## src/rtl/dat_xfer_sequencer_if.sv

```systemverilog
// Handshake/configuration bundle between the register file/FIFO side and the DAT
// transfer sequencer. The master drives transfer requests; the slave is the sequencer.
interface dat_xfer_sequencer_if #(
    parameter int unsigned BLK_SIZE_W = 12,
    parameter int unsigned BLK_CNT_W  = 16,
    parameter int unsigned TMO_W      = 16
) ();
    logic                  start;
    logic                  dir_read;
    logic                  multi_blk;
    logic                  blk_cnt_en;
    logic                  auto_cmd12_en;
    logic [BLK_SIZE_W-1:0] blk_size;
    logic [BLK_CNT_W-1:0]  blk_count;
    logic [TMO_W-1:0]      timeout_val;
    logic                  soft_reset;
    logic                  stop_req;
    logic                  fifo_ready;
    logic                  blk_done;
    logic                  blk_crc_ok;
    logic                  dat0_busy;
    logic                  cmd12_ack;

    logic                  blk_start;
    logic [BLK_SIZE_W-1:0] blk_len;
    logic                  xfer_active;
    logic                  xfer_done;
    logic                  cmd12_req;
    logic                  crc_err;
    logic                  timeout_err;
    logic [BLK_CNT_W-1:0]  blocks_left;

    modport master (
        output start, dir_read, multi_blk, blk_cnt_en, auto_cmd12_en, blk_size, blk_count,
               timeout_val, soft_reset, stop_req, fifo_ready, blk_done, blk_crc_ok, dat0_busy,
               cmd12_ack,
        input  blk_start, blk_len, xfer_active, xfer_done, cmd12_req, crc_err, timeout_err,
               blocks_left
    );

    modport slave (
        input  start, dir_read, multi_blk, blk_cnt_en, auto_cmd12_en, blk_size, blk_count,
               timeout_val, soft_reset, stop_req, fifo_ready, blk_done, blk_crc_ok, dat0_busy,
               cmd12_ack,
        output blk_start, blk_len, xfer_active, xfer_done, cmd12_req, crc_err, timeout_err,
               blocks_left
    );
endinterface

```

## src/rtl/dat_xfer_sequencer.sv

```systemverilog
// Block-level DAT transfer sequencer: paces the DAT engine one block at a time,
// tracks remaining blocks, waits out write busy, enforces timeout, requests auto CMD12.
module dat_xfer_sequencer #(
    parameter int unsigned BLK_SIZE_W = 12,
    parameter int unsigned BLK_CNT_W  = 16,
    parameter int unsigned TMO_W      = 16
) (
    input logic                clk,
    input logic                reset_n,
    dat_xfer_sequencer_if.slave bus
);

    typedef enum logic [2:0] {
        StIdle,
        StWaitFifo,
        StBlock,
        StWaitBusy,
        StStopCmd,
        StDone
    } state_e;

    state_e                state_q, state_d;
    logic                  dir_read_q, dir_read_d;
    logic                  multi_blk_q, multi_blk_d;
    logic                  blk_cnt_en_q, blk_cnt_en_d;
    logic                  auto_cmd12_q, auto_cmd12_d;
    logic [BLK_SIZE_W-1:0] blk_len_q, blk_len_d;
    logic [BLK_CNT_W-1:0]  blocks_left_q, blocks_left_d;
    logic [TMO_W-1:0]      tmo_q, tmo_d;
    logic                  blk_start_q, blk_start_d;
    logic                  xfer_active_q, xfer_active_d;
    logic                  xfer_done_q, xfer_done_d;
    logic                  cmd12_req_q, cmd12_req_d;
    logic                  crc_err_q, crc_err_d;
    logic                  timeout_err_q, timeout_err_d;

    logic                  tmo_expired;
    logic                  go_end;
    logic [BLK_CNT_W-1:0]  blocks_after;
    logic                  last_after_blk;
    logic                  last_after_busy;

    always_comb begin
        state_d       = state_q;
        dir_read_d    = dir_read_q;
        multi_blk_d   = multi_blk_q;
        blk_cnt_en_d  = blk_cnt_en_q;
        auto_cmd12_d  = auto_cmd12_q;
        blk_len_d     = blk_len_q;
        blocks_left_d = blocks_left_q;
        crc_err_d     = crc_err_q;
        timeout_err_d = timeout_err_q;
        tmo_d         = (tmo_q != '0) ? tmo_q - TMO_W'(1) : tmo_q;
        go_end        = 1'b0;

        // A loaded value of 0 never reaches 1, so a zero timeout stays disabled.
        tmo_expired     = (tmo_q == TMO_W'(1));
        blocks_after    = (blk_cnt_en_q && blocks_left_q != '0) ?
                          blocks_left_q - BLK_CNT_W'(1) : blocks_left_q;
        last_after_blk  = !multi_blk_q || (blk_cnt_en_q && blocks_after == '0) || bus.stop_req;
        last_after_busy = !multi_blk_q || (blk_cnt_en_q && blocks_left_q == '0) ||
                          bus.stop_req;

        unique case (state_q)
            StIdle: begin
                if (bus.start) begin
                    dir_read_d    = bus.dir_read;
                    multi_blk_d   = bus.multi_blk;
                    blk_cnt_en_d  = bus.blk_cnt_en;
                    auto_cmd12_d  = bus.auto_cmd12_en;
                    blk_len_d     = bus.blk_size;
                    blocks_left_d = bus.blk_count;
                    crc_err_d     = 1'b0;
                    timeout_err_d = 1'b0;
                    state_d       = (bus.blk_cnt_en && bus.blk_count == '0) ? StDone : StWaitFifo;
                end
            end
            StWaitFifo: begin
                if (bus.fifo_ready) state_d = StBlock;
            end
            StBlock: begin
                // Block completion takes priority over a coincident timeout.
                if (bus.blk_done) begin
                    if (!bus.blk_crc_ok) begin
                        crc_err_d = 1'b1;
                        go_end    = 1'b1;
                    end else begin
                        blocks_left_d = blocks_after;
                        if (!dir_read_q)        state_d = StWaitBusy;
                        else if (last_after_blk) go_end  = 1'b1;
                        else                    state_d = StWaitFifo;
                    end
                end else if (tmo_expired) begin
                    timeout_err_d = 1'b1;
                    go_end        = 1'b1;
                end
            end
            StWaitBusy: begin
                if (!bus.dat0_busy) begin
                    if (last_after_busy) go_end  = 1'b1;
                    else                 state_d = StWaitFifo;
                end else if (tmo_expired) begin
                    timeout_err_d = 1'b1;
                    go_end        = 1'b1;
                end
            end
            StStopCmd: begin
                if (bus.cmd12_ack) state_d = StDone;
            end
            StDone: state_d = StIdle;
            default: state_d = StIdle;
        endcase

        if (go_end) state_d = (multi_blk_q && auto_cmd12_q) ? StStopCmd : StDone;

        if (state_d != state_q && (state_d == StBlock || state_d == StWaitBusy)) begin
            tmo_d = bus.timeout_val;
        end

        if (bus.soft_reset) begin
            state_d       = StIdle;
            crc_err_d     = 1'b0;
            timeout_err_d = 1'b0;
            blocks_left_d = '0;
            tmo_d         = '0;
        end

        // Registered outputs are derived from the committed next state.
        blk_start_d   = (state_q == StWaitFifo) && (state_d == StBlock);
        xfer_done_d   = (state_d == StDone) && (state_q != StDone);
        cmd12_req_d   = (state_d == StStopCmd);
        xfer_active_d = (state_d != StIdle);
    end

    always_ff @(posedge clk or negedge reset_n) begin
        if (!reset_n) begin
            state_q       <= StIdle;
            dir_read_q    <= 1'b0;
            multi_blk_q   <= 1'b0;
            blk_cnt_en_q  <= 1'b0;
            auto_cmd12_q  <= 1'b0;
            blk_len_q     <= '0;
            blocks_left_q <= '0;
            tmo_q         <= '0;
            blk_start_q   <= 1'b0;
            xfer_active_q <= 1'b0;
            xfer_done_q   <= 1'b0;
            cmd12_req_q   <= 1'b0;
            crc_err_q     <= 1'b0;
            timeout_err_q <= 1'b0;
        end else begin
            state_q       <= state_d;
            dir_read_q    <= dir_read_d;
            multi_blk_q   <= multi_blk_d;
            blk_cnt_en_q  <= blk_cnt_en_d;
            auto_cmd12_q  <= auto_cmd12_d;
            blk_len_q     <= blk_len_d;
            blocks_left_q <= blocks_left_d;
            tmo_q         <= tmo_d;
            blk_start_q   <= blk_start_d;
            xfer_active_q <= xfer_active_d;
            xfer_done_q   <= xfer_done_d;
            cmd12_req_q   <= cmd12_req_d;
            crc_err_q     <= crc_err_d;
            timeout_err_q <= timeout_err_d;
        end
    end

    assign bus.blk_start   = blk_start_q;
    assign bus.blk_len     = blk_len_q;
    assign bus.xfer_active = xfer_active_q;
    assign bus.xfer_done   = xfer_done_q;
    assign bus.cmd12_req   = cmd12_req_q;
    assign bus.crc_err     = crc_err_q;
    assign bus.timeout_err = timeout_err_q;
    assign bus.blocks_left = blocks_left_q;

endmodule

```

## src/flat_wrapper.sv

```systemverilog
// flat-port wrapper written by rule: the top's interface ports become plain ports
module dat_xfer_sequencer_flat 
#(
    parameter int unsigned BLK_SIZE_W = 12,
    parameter int unsigned BLK_CNT_W  = 16,
    parameter int unsigned TMO_W      = 16
)
  (clk, reset_n, bus_start, bus_dir_read, bus_multi_blk, bus_blk_cnt_en, bus_auto_cmd12_en, bus_blk_size, bus_blk_count, bus_timeout_val, bus_soft_reset, bus_stop_req, bus_fifo_ready, bus_blk_done, bus_blk_crc_ok, bus_dat0_busy, bus_cmd12_ack, bus_blk_start, bus_blk_len, bus_xfer_active, bus_xfer_done, bus_cmd12_req, bus_crc_err, bus_timeout_err, bus_blocks_left);
  dat_xfer_sequencer_if #(.BLK_SIZE_W(BLK_SIZE_W), .BLK_CNT_W(BLK_CNT_W), .TMO_W(TMO_W)) bus_i ();
  input logic clk;
  input logic reset_n;
  input wire logic [$bits(bus_i.start)-1:0] bus_start;
  input wire logic [$bits(bus_i.dir_read)-1:0] bus_dir_read;
  input wire logic [$bits(bus_i.multi_blk)-1:0] bus_multi_blk;
  input wire logic [$bits(bus_i.blk_cnt_en)-1:0] bus_blk_cnt_en;
  input wire logic [$bits(bus_i.auto_cmd12_en)-1:0] bus_auto_cmd12_en;
  input wire logic [$bits(bus_i.blk_size)-1:0] bus_blk_size;
  input wire logic [$bits(bus_i.blk_count)-1:0] bus_blk_count;
  input wire logic [$bits(bus_i.timeout_val)-1:0] bus_timeout_val;
  input wire logic [$bits(bus_i.soft_reset)-1:0] bus_soft_reset;
  input wire logic [$bits(bus_i.stop_req)-1:0] bus_stop_req;
  input wire logic [$bits(bus_i.fifo_ready)-1:0] bus_fifo_ready;
  input wire logic [$bits(bus_i.blk_done)-1:0] bus_blk_done;
  input wire logic [$bits(bus_i.blk_crc_ok)-1:0] bus_blk_crc_ok;
  input wire logic [$bits(bus_i.dat0_busy)-1:0] bus_dat0_busy;
  input wire logic [$bits(bus_i.cmd12_ack)-1:0] bus_cmd12_ack;
  output wire logic [$bits(bus_i.blk_start)-1:0] bus_blk_start;
  output wire logic [$bits(bus_i.blk_len)-1:0] bus_blk_len;
  output wire logic [$bits(bus_i.xfer_active)-1:0] bus_xfer_active;
  output wire logic [$bits(bus_i.xfer_done)-1:0] bus_xfer_done;
  output wire logic [$bits(bus_i.cmd12_req)-1:0] bus_cmd12_req;
  output wire logic [$bits(bus_i.crc_err)-1:0] bus_crc_err;
  output wire logic [$bits(bus_i.timeout_err)-1:0] bus_timeout_err;
  output wire logic [$bits(bus_i.blocks_left)-1:0] bus_blocks_left;
  assign bus_i.start = bus_start;
  assign bus_i.dir_read = bus_dir_read;
  assign bus_i.multi_blk = bus_multi_blk;
  assign bus_i.blk_cnt_en = bus_blk_cnt_en;
  assign bus_i.auto_cmd12_en = bus_auto_cmd12_en;
  assign bus_i.blk_size = bus_blk_size;
  assign bus_i.blk_count = bus_blk_count;
  assign bus_i.timeout_val = bus_timeout_val;
  assign bus_i.soft_reset = bus_soft_reset;
  assign bus_i.stop_req = bus_stop_req;
  assign bus_i.fifo_ready = bus_fifo_ready;
  assign bus_i.blk_done = bus_blk_done;
  assign bus_i.blk_crc_ok = bus_blk_crc_ok;
  assign bus_i.dat0_busy = bus_dat0_busy;
  assign bus_i.cmd12_ack = bus_cmd12_ack;
  assign bus_blk_start = bus_i.blk_start;
  assign bus_blk_len = bus_i.blk_len;
  assign bus_xfer_active = bus_i.xfer_active;
  assign bus_xfer_done = bus_i.xfer_done;
  assign bus_cmd12_req = bus_i.cmd12_req;
  assign bus_crc_err = bus_i.crc_err;
  assign bus_timeout_err = bus_i.timeout_err;
  assign bus_blocks_left = bus_i.blocks_left;
  dat_xfer_sequencer #(.BLK_SIZE_W(BLK_SIZE_W), .BLK_CNT_W(BLK_CNT_W), .TMO_W(TMO_W)) u_core (.clk(clk), .reset_n(reset_n), .bus(bus_i));
endmodule
```

## config.mk

```make
export PLATFORM = sky130hd
export DESIGN_NAME = dat_xfer_sequencer_flat
export DESIGN_NICKNAME = d
export VERILOG_FILES = /design/src/rtl/dat_xfer_sequencer_if.sv /design/src/rtl/dat_xfer_sequencer.sv /design/src/flat_wrapper.sv
export SDC_FILE = /design/constraint.sdc
export NUM_CORES = 1
export LEC_CHECK = 0
export ABC_AREA = 1
export CORE_MARGIN = 1.5
export CORE_UTILIZATION = 45
export CTS_BUF_LIST = sky130_fd_sc_hd__clkbuf_4 sky130_fd_sc_hd__clkbuf_8 sky130_fd_sc_hd__clkbuf_16
export CTS_CLUSTER_SIZE = 14
export DETAILED_ROUTE_END_ITERATION = 7
export PLACE_DENSITY = 0.77
export REMOVE_ABC_BUFFERS = 1
export SYNTH_ARGS = -nofsm -noshare
export SYNTH_HDL_FRONTEND = slang
export SYNTH_SLANG_ARGS = --single-unit
export TNS_END_PERCENT = 10
```

## constraint.sdc

```tcl
create_clock -name clk -period 2.5 [get_ports clk]
set_clock_uncertainty 0.1 [all_clocks]
set_input_delay 0.25 -clock clk [delete_from_list [all_inputs] [get_ports clk]]
set_output_delay 0.25 -clock clk [all_outputs]
set_load 0.01 [all_outputs]
```

==> results.cfg, run 1 <==
[power]
power.internal_mw = 3.27
p_leak_nw = 2.80
sw_frac_of_total = 0.402
power_switching_mw = 2.19
pwr-share-comb = 0.542
seqPwrFrac = 0.255
pwr-share-clk = 0.203
p_per_area_mw_per_mm2 = 929
peakVddDrop_mv = 0.368

[clocking]
insertion_delay_ns = 0.35
cts_buffers = 9
path_clk_slew_ns = 0.08
htreeDepth = 3
cts_sinks = 57
cts_buffer_depth = 2
root_buffer = clkbuf_8
cts_tree = yes

[synth]
ys_warn_count = 0
synth_top_area_cell = dfrtp_1
synth-main-ff-cell = dfrtp_1
seq_area_frac_synth = 0.380
synth-xor-area-share = 0.0420
synthMuxAreaShare = 0
synth_top_family_by_area = simple AND/OR/NAND/NOR gates
synth_area_per_cell_um2 = 7.05
syn_area_mm2 = 0.00376
netlist_instances = 533
ys_types = 33
synth_seq_cells = 57
synth_compound_area_frac = 0.116
yosys.area.top_type_share = 0.380
synth_simple_gate_area_frac = 0.370
synth_edf_count = 0
synthTopCellsByArea = dfrtp_1 38%, nand2_1 18%, nor2_1 6.0%, nand3_1 5.2%, inv_1 5.0%
synth_fa_ha_area_frac = 0.00999
synthArstFlopShare = 1.00

[timing]
hold_viol = 0
fin_crit_ns = 2.98
fmax_mhz = 335
slew_headroom = 0.558
holdWs_ns = 0.340
setup_viol = 22
worst_slew_pin_slew_ns = 0.663
layout_setup_ws_ns = -0.482
rsz0062_at_grt = true
fin_setup_tns_ns = -8.13
post-route-period-util = 1.19
slew_viol_final = 0

[routing]
via_per_inst = 5.24
drcViolationCount = 0
postRouteWirelength_um = 11800
ant_nets = 0
drtIter0Drc = 257
vias = 4235
drt-pass1-iter-count = 5
wl_per_cell_um = 14.6

[critical_path]
cp-end-kind = flop
start_kind = flop
cp-startpoint = u_core.bus.blocks_left[9]
required_ns = 2.67
endpoint = u_core.tmo_q[12]
crit_type = reg -> reg
crit_path_max_fanout = 5
crit_path_max_incr_delay_ns = 0.43
r2r_setup_slack_ns = -0.48
r2r_start = u_core.bus.blocks_left[9]
r2r-end = u_core.tmo_q[12]
cp.arrival_ns = 3.16
r2r_cells = 25
crit_path_frequent_cell = nand2_1
slowest_stage = dfrtp_1

[hold_path]
hold_start = bus_dir_read
hold_path_class = in -> reg
min_path_cells = 3

[global_route]
grt.total_usage = 0.273
grt_pass1_vias = 4051
grt_start_max_net_pins = 32
grt_remaining_overflow = 0
grt_first_pass_wirelength_um = 18800
antenna_found_initial = 0

[job]
drv_cap = 0

[floorplanning]
die_w_um = 94.4
core_mm2 = 0.00813
ioPinCount = 92
rows = 33
die_area_mm2 = 0.00890
initial_core_util = 0.462
die_h_um = 94.4

[placed_design]
gp_congestion = 0.962
place_inst = 784
dpl_cell_area_mm2 = 0.00524
io_buffer_count = 91
place_hpwl_um = 8380

[layout]
layout_common_cells = 166 x nand2_1, 90 x clkdlybuf4s50_1, 68 x buf_4
drive_gt1_frac = 0.250
fin_area_mm2 = 0.00588
layout_commonest_cell = nand2_1
final_cells = 808
diodes = 0
syn_to_final_growth_pct = 56.6
fin_nets = 759

[outcome]
status = finished, violations left
violations = negative setup slack
## per-layer routing
metal / wire [um] / share of wire / up-vias / track usage
met2: 5830 / 0.49 / 150 / 0.454
met4: 261 / 0.022 / 0 / 0.108
met3: 726 / 0.062 / 34 / 0.0620
met1: 4960 / 0.42 / 2006 / 0.342
li1: - / - / 2045 / -
met5: 0 / 0 / - / 0
## worst min-delay path by stage
stage                                      endpoint
final                             u_core.dir_read_q
after CTS                         u_core.dir_read_q
after global placement    u_core.bus.blocks_left[7]
after global routing          u_core.bus.blk_len[2]
after floorplan                 u_core.auto_cmd12_q
after detailed placement  u_core.bus.blocks_left[7]
## worst max-delay path: cells and delay by family (launching register included)
kind	cells	cell delay [ns]
flip-flops	1	0.43
buffers and inverters	3	0.49
AND/OR/NAND/NOR	21	1.77
AO/OA/AOI/OAI	1	0.10
## timing repair
item                                   4_1_cts  5_1_grt
endpoints found under the hold margin       26        0
gates cloned                                 1        1
setup endpoints to repair                   23       23
gates resized for setup                     52       25
setup buffers                                3        2
pin swaps                                   19       11
hold buffers                                 1        0
## cell families after synthesis
kind of cell             count (synthesis)
AND/OR/NAND/NOR                        322
buffers and inverters                   68
AO/OA/AOI/OAI                           65
flip-flops                              57
XOR/XNOR                                18
adder cells (fa/ha/maj)                  3
## cells in the mapped netlist (3+ instances only)
| cell | instances |
|---|---|
| a21oi_1 | 22 |
| a21oi_2 | 13 |
| a22oi_1 | 15 |
| buf_2 | 3 |
| buf_6 | 3 |
| clkbuf_1 | 8 |
| dfrtp_1 | 57 |
| ha_1 | 3 |
| inv_1 | 50 |
| nand2_1 | 180 |
| nand2_2 | 14 |
| nand2_4 | 4 |
| nand3_1 | 39 |
| nand4_1 | 5 |
| nor2_1 | 60 |
| nor3_1 | 8 |
| nor4_1 | 6 |
| o21ai_0 | 10 |
| xnor2_1 | 3 |
| xor2_1 | 15 |
## state kept, by name (all words and copies together), names as in the netlist
signal and flops:
u_core.auto_cmd12_q 1, u_core.blk_cnt_en_q 1, u_core.bus.blk_len 12, u_core.bus.blk_start 1, u_core.bus.blocks_left 16, u_core.bus.cmd12_req 1, u_core.bus.crc_err 1, u_core.bus.timeout_err 1
u_core.bus.xfer_active 1, u_core.bus.xfer_done 1, u_core.dir_read_q 1, u_core.multi_blk_q 1, u_core.state_q 3, u_core.tmo_q 16
## cell type report
cell class                      count  area [um^2]
Clock buffer                       11          145
Clock inverter                      5          103
Fill cell                         604         2250
Inverter                           51          191
Multi-Input combinational cell    408         2280
Sequential cell                    57         1430
Tap cell                          105          131
Timing Repair Buffer              171         1610
## metrics by stage
step           setup WS [ns]   util  power (mW)
6_report              -0.482  0.723        5.46
5_1_grt               -0.694  0.723        5.81
4_1_cts               -0.345  0.704        5.32
3_5_place_dp          -0.500  0.644        4.02
3_3_place_gp          -0.424  0.644        3.94
2_1_floorplan         -0.598      -        2.84
## power by group through the flow
stage	logic (mW)	clock network (mW)	registers [mW]
after floorplan	1.40	0	1.43
after global placement	2.58	0	1.36
after detailed placement	2.65	0	1.37
after CTS	2.82	1.12	1.37
after global routing	3.23	1.17	1.42
final	2.96	1.11	1.39
Note: power is estimated with default switching activity, not from simulation.
==> run 2: changes to the inputs <==
--- a/config.mk
+++ b/config.mk
@@ -13,6 +13,8 @@
 export DETAILED_ROUTE_END_ITERATION = 7
 export PLACE_DENSITY = 0.77
 export REMOVE_ABC_BUFFERS = 1
+export SKIP_LAST_GASP = 1
+export SLEW_MARGIN = 30
 export SYNTH_ARGS = -nofsm -noshare
 export SYNTH_HDL_FRONTEND = slang
 export SYNTH_SLANG_ARGS = --single-unit
==> run 2 against run 1 <==
  * The flow still finishes with violations (negative setup slack)
  * Die area unchanged
  * First-iteration DRC count increased by 1.9%
  * Critical path depth decreased by 2
  * Critical endpoint unchanged
  * Largest power group unchanged
  * Highest routed layer unchanged
==> results.cfg, run 2 (synthesized netlist as in run 1, its figures left out) <==
[layout]
fillers = 613
final_cells = 812
fin_nets = 763
diodes = 0
syn_to_final_growth_pct = 56.2
layout_common_cells = 170 x nand2_1, 90 x clkdlybuf4s50_1, 71 x buf_4
drive_gt1_frac = 0.246
layout_commonest_cell = nand2_1
regArea_mm2 = 0.00143
multi_input_area_mm2 = 0.00225

[clocking]
root_buffer = clkbuf_8
cts_buffers = 9
cts_tree = yes
cts_buffer_depth = 2
insertion_delay_ns = 0.35
cts_sinks = 57
htreeDepth = 3
path_clk_slew_ns = 0.08

[hold_path]
hold_path_class = in -> reg

[outcome]
status = finished, violations left
violations = negative setup slack

[floorplanning]
core_mm2 = 0.00813
die_area_mm2 = 0.00890
ioPinCount = 92
die_w_um = 94.4
rows = 33
die_h_um = 94.4
initial_core_util = 0.462

[power]
p_per_area_mw_per_mm2 = 929
peakVddDrop_mv = 0.370
p_leak_nw = 2.81

[placed_design]
place_inst = 784
place_hpwl_um = 8380
dp_slack_ns = -0.500
io_buffer_count = 91
gp_congestion = 0.962

[global_route]
grt_first_pass_wirelength_um = 18800
grt_start_max_net_pins = 32
grt.total_usage = 0.272
antenna_found_initial = 0
grt_pass1_vias = 4055
grt_remaining_overflow = 0

[routing]
drt-pass1-iter-count = 7
wl_per_cell_um = 14.7
drtIter0Drc = 262
postRouteWirelength_um = 11900
via_per_inst = 5.21
drcViolationCount = 0
vias = 4232
ant_nets = 0

[timing]
worst_slew_pin_slew_ns = 0.666
fmax_mhz = 330
setup_viol = 23
slew_headroom = 0.556
fin_setup_tns_ns = -9.21
fin_crit_ns = 3.03
layout_setup_ws_ns = -0.526
hold_viol = 0
post-route-period-util = 1.21
slew_viol_final = 0
rsz0062_at_grt = true

[critical_path]
crit_path_max_fanout = 6
cp-end-kind = flop
start_kind = flop
required_ns = 2.68
cp.arrival_ns = 3.20
crit_type = reg -> reg

[job]
drv_cap = 0
[run 2: through the flow]
stage / instance area, um^2 / utilization / total power [mW] / hold slack (ns)
global placement: 5240 / 0.644 / 3.94 / 0.205
floorplan: 3640 / - / 2.84 / -0.146
detailed placement: 5240 / 0.644 / 4.02 / 0.215
CTS: 5710 / 0.703 / 5.31 / 0.330
global route: 5870 / 0.721 / 5.80 / 0.350
finish: 5870 / 0.721 / 5.45 / 0.337
[run 2: path summary, 6_finish.rpt]
kind / cells past startpoint / end / slack, ns / startpoint
worst max-delay path: 23 / u_core.tmo_q[12] / -0.53 / u_core.bus.blocks_left[7]
worst min-delay path: 3 / u_core.dir_read_q / 0.34 / bus_dir_read
max in group asynchronous: 3 / u_core.bus.blocks_left[4] / 1.32 / reset_n
worst min register to register: 2 / u_core.bus.blk_len[8] / 0.37 / u_core.bus.blk_len[8]
min in group asynchronous: 2 / u_core.bus.blocks_left[7] / 0.36 / reset_n
worst max register to register: 23 / u_core.tmo_q[12] / -0.53 / u_core.bus.blocks_left[7]
[run 2: routing by layer]
metal	global-route usage	routed length, um	part of all wire	up-vias
met1	0.338	5010	0.42	1991
met5	0	0	0	-
li1	-	-	-	2051
met3	0.0636	776	0.065	27
met2	0.457	5880	0.49	163
met4	0.107	267	0.022	0
[run 2: critical path, stage by stage (launching register included)]
cell and delay (ns):
dfrtp_1 0.42, nor2_4 0.17, nand2_2 0.10, nor2_4 0.20, buf_4 0.16, nand2_2 0.08, nand2_4 0.13, nand2_1 0.06
nand2_1 0.10, nor2_2 0.06, nand2_1 0.06, nor2_1 0.05, nand2_1 0.09, nand2_2 0.09, nand3_4 0.09, nand2_4 0.06
inv_2 0.08, nand2_2 0.09, inv_1 0.21, nand2_8 0.11, nand2_4 0.10, nand2_8 0.08, buf_12 0.15, a21oi_2 0.10
[run 2: cell type report]
type,instances,area share
Tap cell,105,0.0224
Sequential cell,57,0.243
Multi-Input combinational cell,410,0.384
Inverter,51,0.0326
Clock inverter,5,0.0175
Timing Repair Buffer,173,0.276
Clock buffer,11,0.0247
[run 2: timing repair]
action / in CTS / in global routing
pin swaps: 19 / 16
cloned: 1 / 3
endpoints found under the hold margin: 26 / 0
setup endpoints to repair: 23 / 23
hold buffers: 1 / 0
gates resized for setup: 47 / 19
buffers inserted: 3 / 4
[run 2: power by group]
part,internal (mW),switching [mW]
clock network,0.699,0.411
registers,1.17,0.226
logic,1.39,1.55
total,3.26,2.19
==> run 3: changes to the inputs <==
--- a/config.mk
+++ b/config.mk
@@ -6,7 +6,7 @@
 export NUM_CORES = 1
 export LEC_CHECK = 0
 export ABC_AREA = 1
-export CORE_MARGIN = 1.5
+export CORE_MARGIN = 3
 export CORE_UTILIZATION = 45
 export CTS_BUF_LIST = sky130_fd_sc_hd__clkbuf_4 sky130_fd_sc_hd__clkbuf_8 sky130_fd_sc_hd__clkbuf_16
 export CTS_CLUSTER_SIZE = 14
==> run 3 against run 2 <==
  * The flow still finishes with violations (negative setup slack)
  * Non-clock buffer count up 15
  * Clock-buffer cell count unchanged
  * Core utilization up 2.2 points
  * Cell count up 1.6%
  * Flip-flop and latch count unchanged
  * First-iteration DRC count up 14%
  * Critical path type unchanged
  * Critical endpoint is now u_core.tmo_q[4]
  * Largest cell class unchanged
==> results.cfg, run 3 (synthesized netlist as in run 1, its figures left out) <==
[timing]
fin_setup_tns_ns = -11.02
fin_crit_ns = 3.10
hold_viol = 0
worst_slew_pin_slew_ns = 0.550
rsz0062_at_grt = true
slew_headroom = 0.633
setup_viol = 23
slew_viol_final = 0
fmax_mhz = 322
post-route-period-util = 1.24
layout_setup_ws_ns = -0.604

[floorplanning]
initial_core_util = 0.474
die_w_um = 97.4
die_h_um = 97.4
ioPinCount = 92
core_mm2 = 0.00793
rows = 32
die_area_mm2 = 0.00948

[critical_path]
r2r_cells = 25
cp-end-kind = flop
worst-path-buf-inv = 1
r2r_setup_slack_ns = -0.60
start_kind = flop
r2r_start = u_core.bus.blocks_left[4]
cpLargestDelayFamily = simple AND/OR/NAND/NOR gates
cp.arrival_ns = 3.24
required_ns = 2.64
cp.depth = 25
crit_path_frequent_cell = nand2_1
slowest_stage = dfrtp_2
cp-startpoint = u_core.bus.blocks_left[4]
crit_path_max_incr_delay_ns = 0.48
crit_path_max_fanout = 6
r2r-end = u_core.tmo_q[4]
crit_type = reg -> reg

[power]
p_per_area_mw_per_mm2 = 901
peakVddDrop_mv = 0.424
p_leak_nw = 2.84

[routing]
via_per_inst = 5.41
ant_nets = 0
wl_per_cell_um = 15.5
drtIter0Drc = 298
vias = 4460
drt-pass1-iter-count = 7
postRouteWirelength_um = 12800
drcViolationCount = 0

[global_route]
grt_first_pass_wirelength_um = 20200
grt_start_max_net_pins = 58
grt_pass1_vias = 4404
grt_remaining_overflow = 0
antenna_found_initial = 0
grt.total_usage = 0.257

[clocking]
path_clk_slew_ns = 0.08
htreeDepth = 3
insertion_delay_ns = 0.34
cts_sinks = 57
cts_buffer_depth = 2
root_buffer = clkbuf_8
cts_tree = yes
cts_buffers = 9

[placed_design]
io_buffer_count = 91
gp_congestion = 0.867
place_hpwl_um = 8550
dpl_cell_area_mm2 = 0.00525
dp_slack_ns = -0.574

[layout]
fin_area_mm2 = 0.00590
layout_common_cells = 172 x nand2_1, 90 x clkdlybuf4s50_1, 86 x buf_4
drive_gt1_frac = 0.272
layout_commonest_cell = nand2_1
diodes = 0
fin_nets = 779
syn_to_final_growth_pct = 57.0

[outcome]
status = finished, violations left
violations = negative setup slack

[job]
drv_cap = 0

[hold_path]
hold_path_class = in -> async
[run 3: worst min-delay path, stage by stage]
cell and delay, ns:
dlygate4sd3_1 0.52, buf_2 0.12, buf_12 0.28
[run 3: repair_timing]
item	in CTS	in global routing
setup endpoints to repair	23	23
setup buffers	9	12
hold endpoints to repair	57	0
hold buffers	1	0
cloned	3	2
gates resized for setup	28	38
pin swaps	8	19
[run 3: per-stage QoR]
step / hold WS (ns) / instances / utilization / total power, mW
final: 0.341 / 825 / 0.744 / 5.31
after global routing: 0.351 / 825 / 0.744 / 5.64
after CTS: 0.339 / 811 / 0.711 / 5.02
after detailed placement: 0.184 / 782 / 0.662 / 4.06
after global placement: 0.178 / 782 / 0.662 / 3.97
after floorplan: -0.146 / 516 / - / 2.84
[run 3: report_power, final]
group	internal [mW]	switching, mW
logic	1.46	1.65
clock network	0.408	0.403
registers	1.17	0.215
[run 3: metal layers]
layer / vias up / GRT usage / routed length, um
met5: - / 0 / 0
met4: 0 / 0.0863 / 320
met3: 44 / 0.0689 / 961
met2: 215 / 0.432 / 6290
met1: 2106 / 0.320 / 5220
li1: 2095 / - / -
[run 3: worst max path at each step]
| stage | endpoint | slack, ns |
|---|---|---|
| after floorplan | u_core.tmo_q[2] | -0.60 |
| after global placement | u_core.tmo_q[2] | -0.40 |
| after detailed placement | u_core.tmo_q[2] | -0.57 |
| after CTS | u_core.tmo_q[2] | -0.37 |
| after global routing | u_core.tmo_q[4] | -0.83 |
| final | u_core.tmo_q[4] | -0.60 |
[run 3: area by class of cell]
class,instances,area [um^2]
multi-input combinational,411,2230
fill,589,2030
timing repair buffer,188,1740
sequential,57,1430
inverter,51,191
clock buffer,11,151
tap,102,128
clock inverter,5,30.0
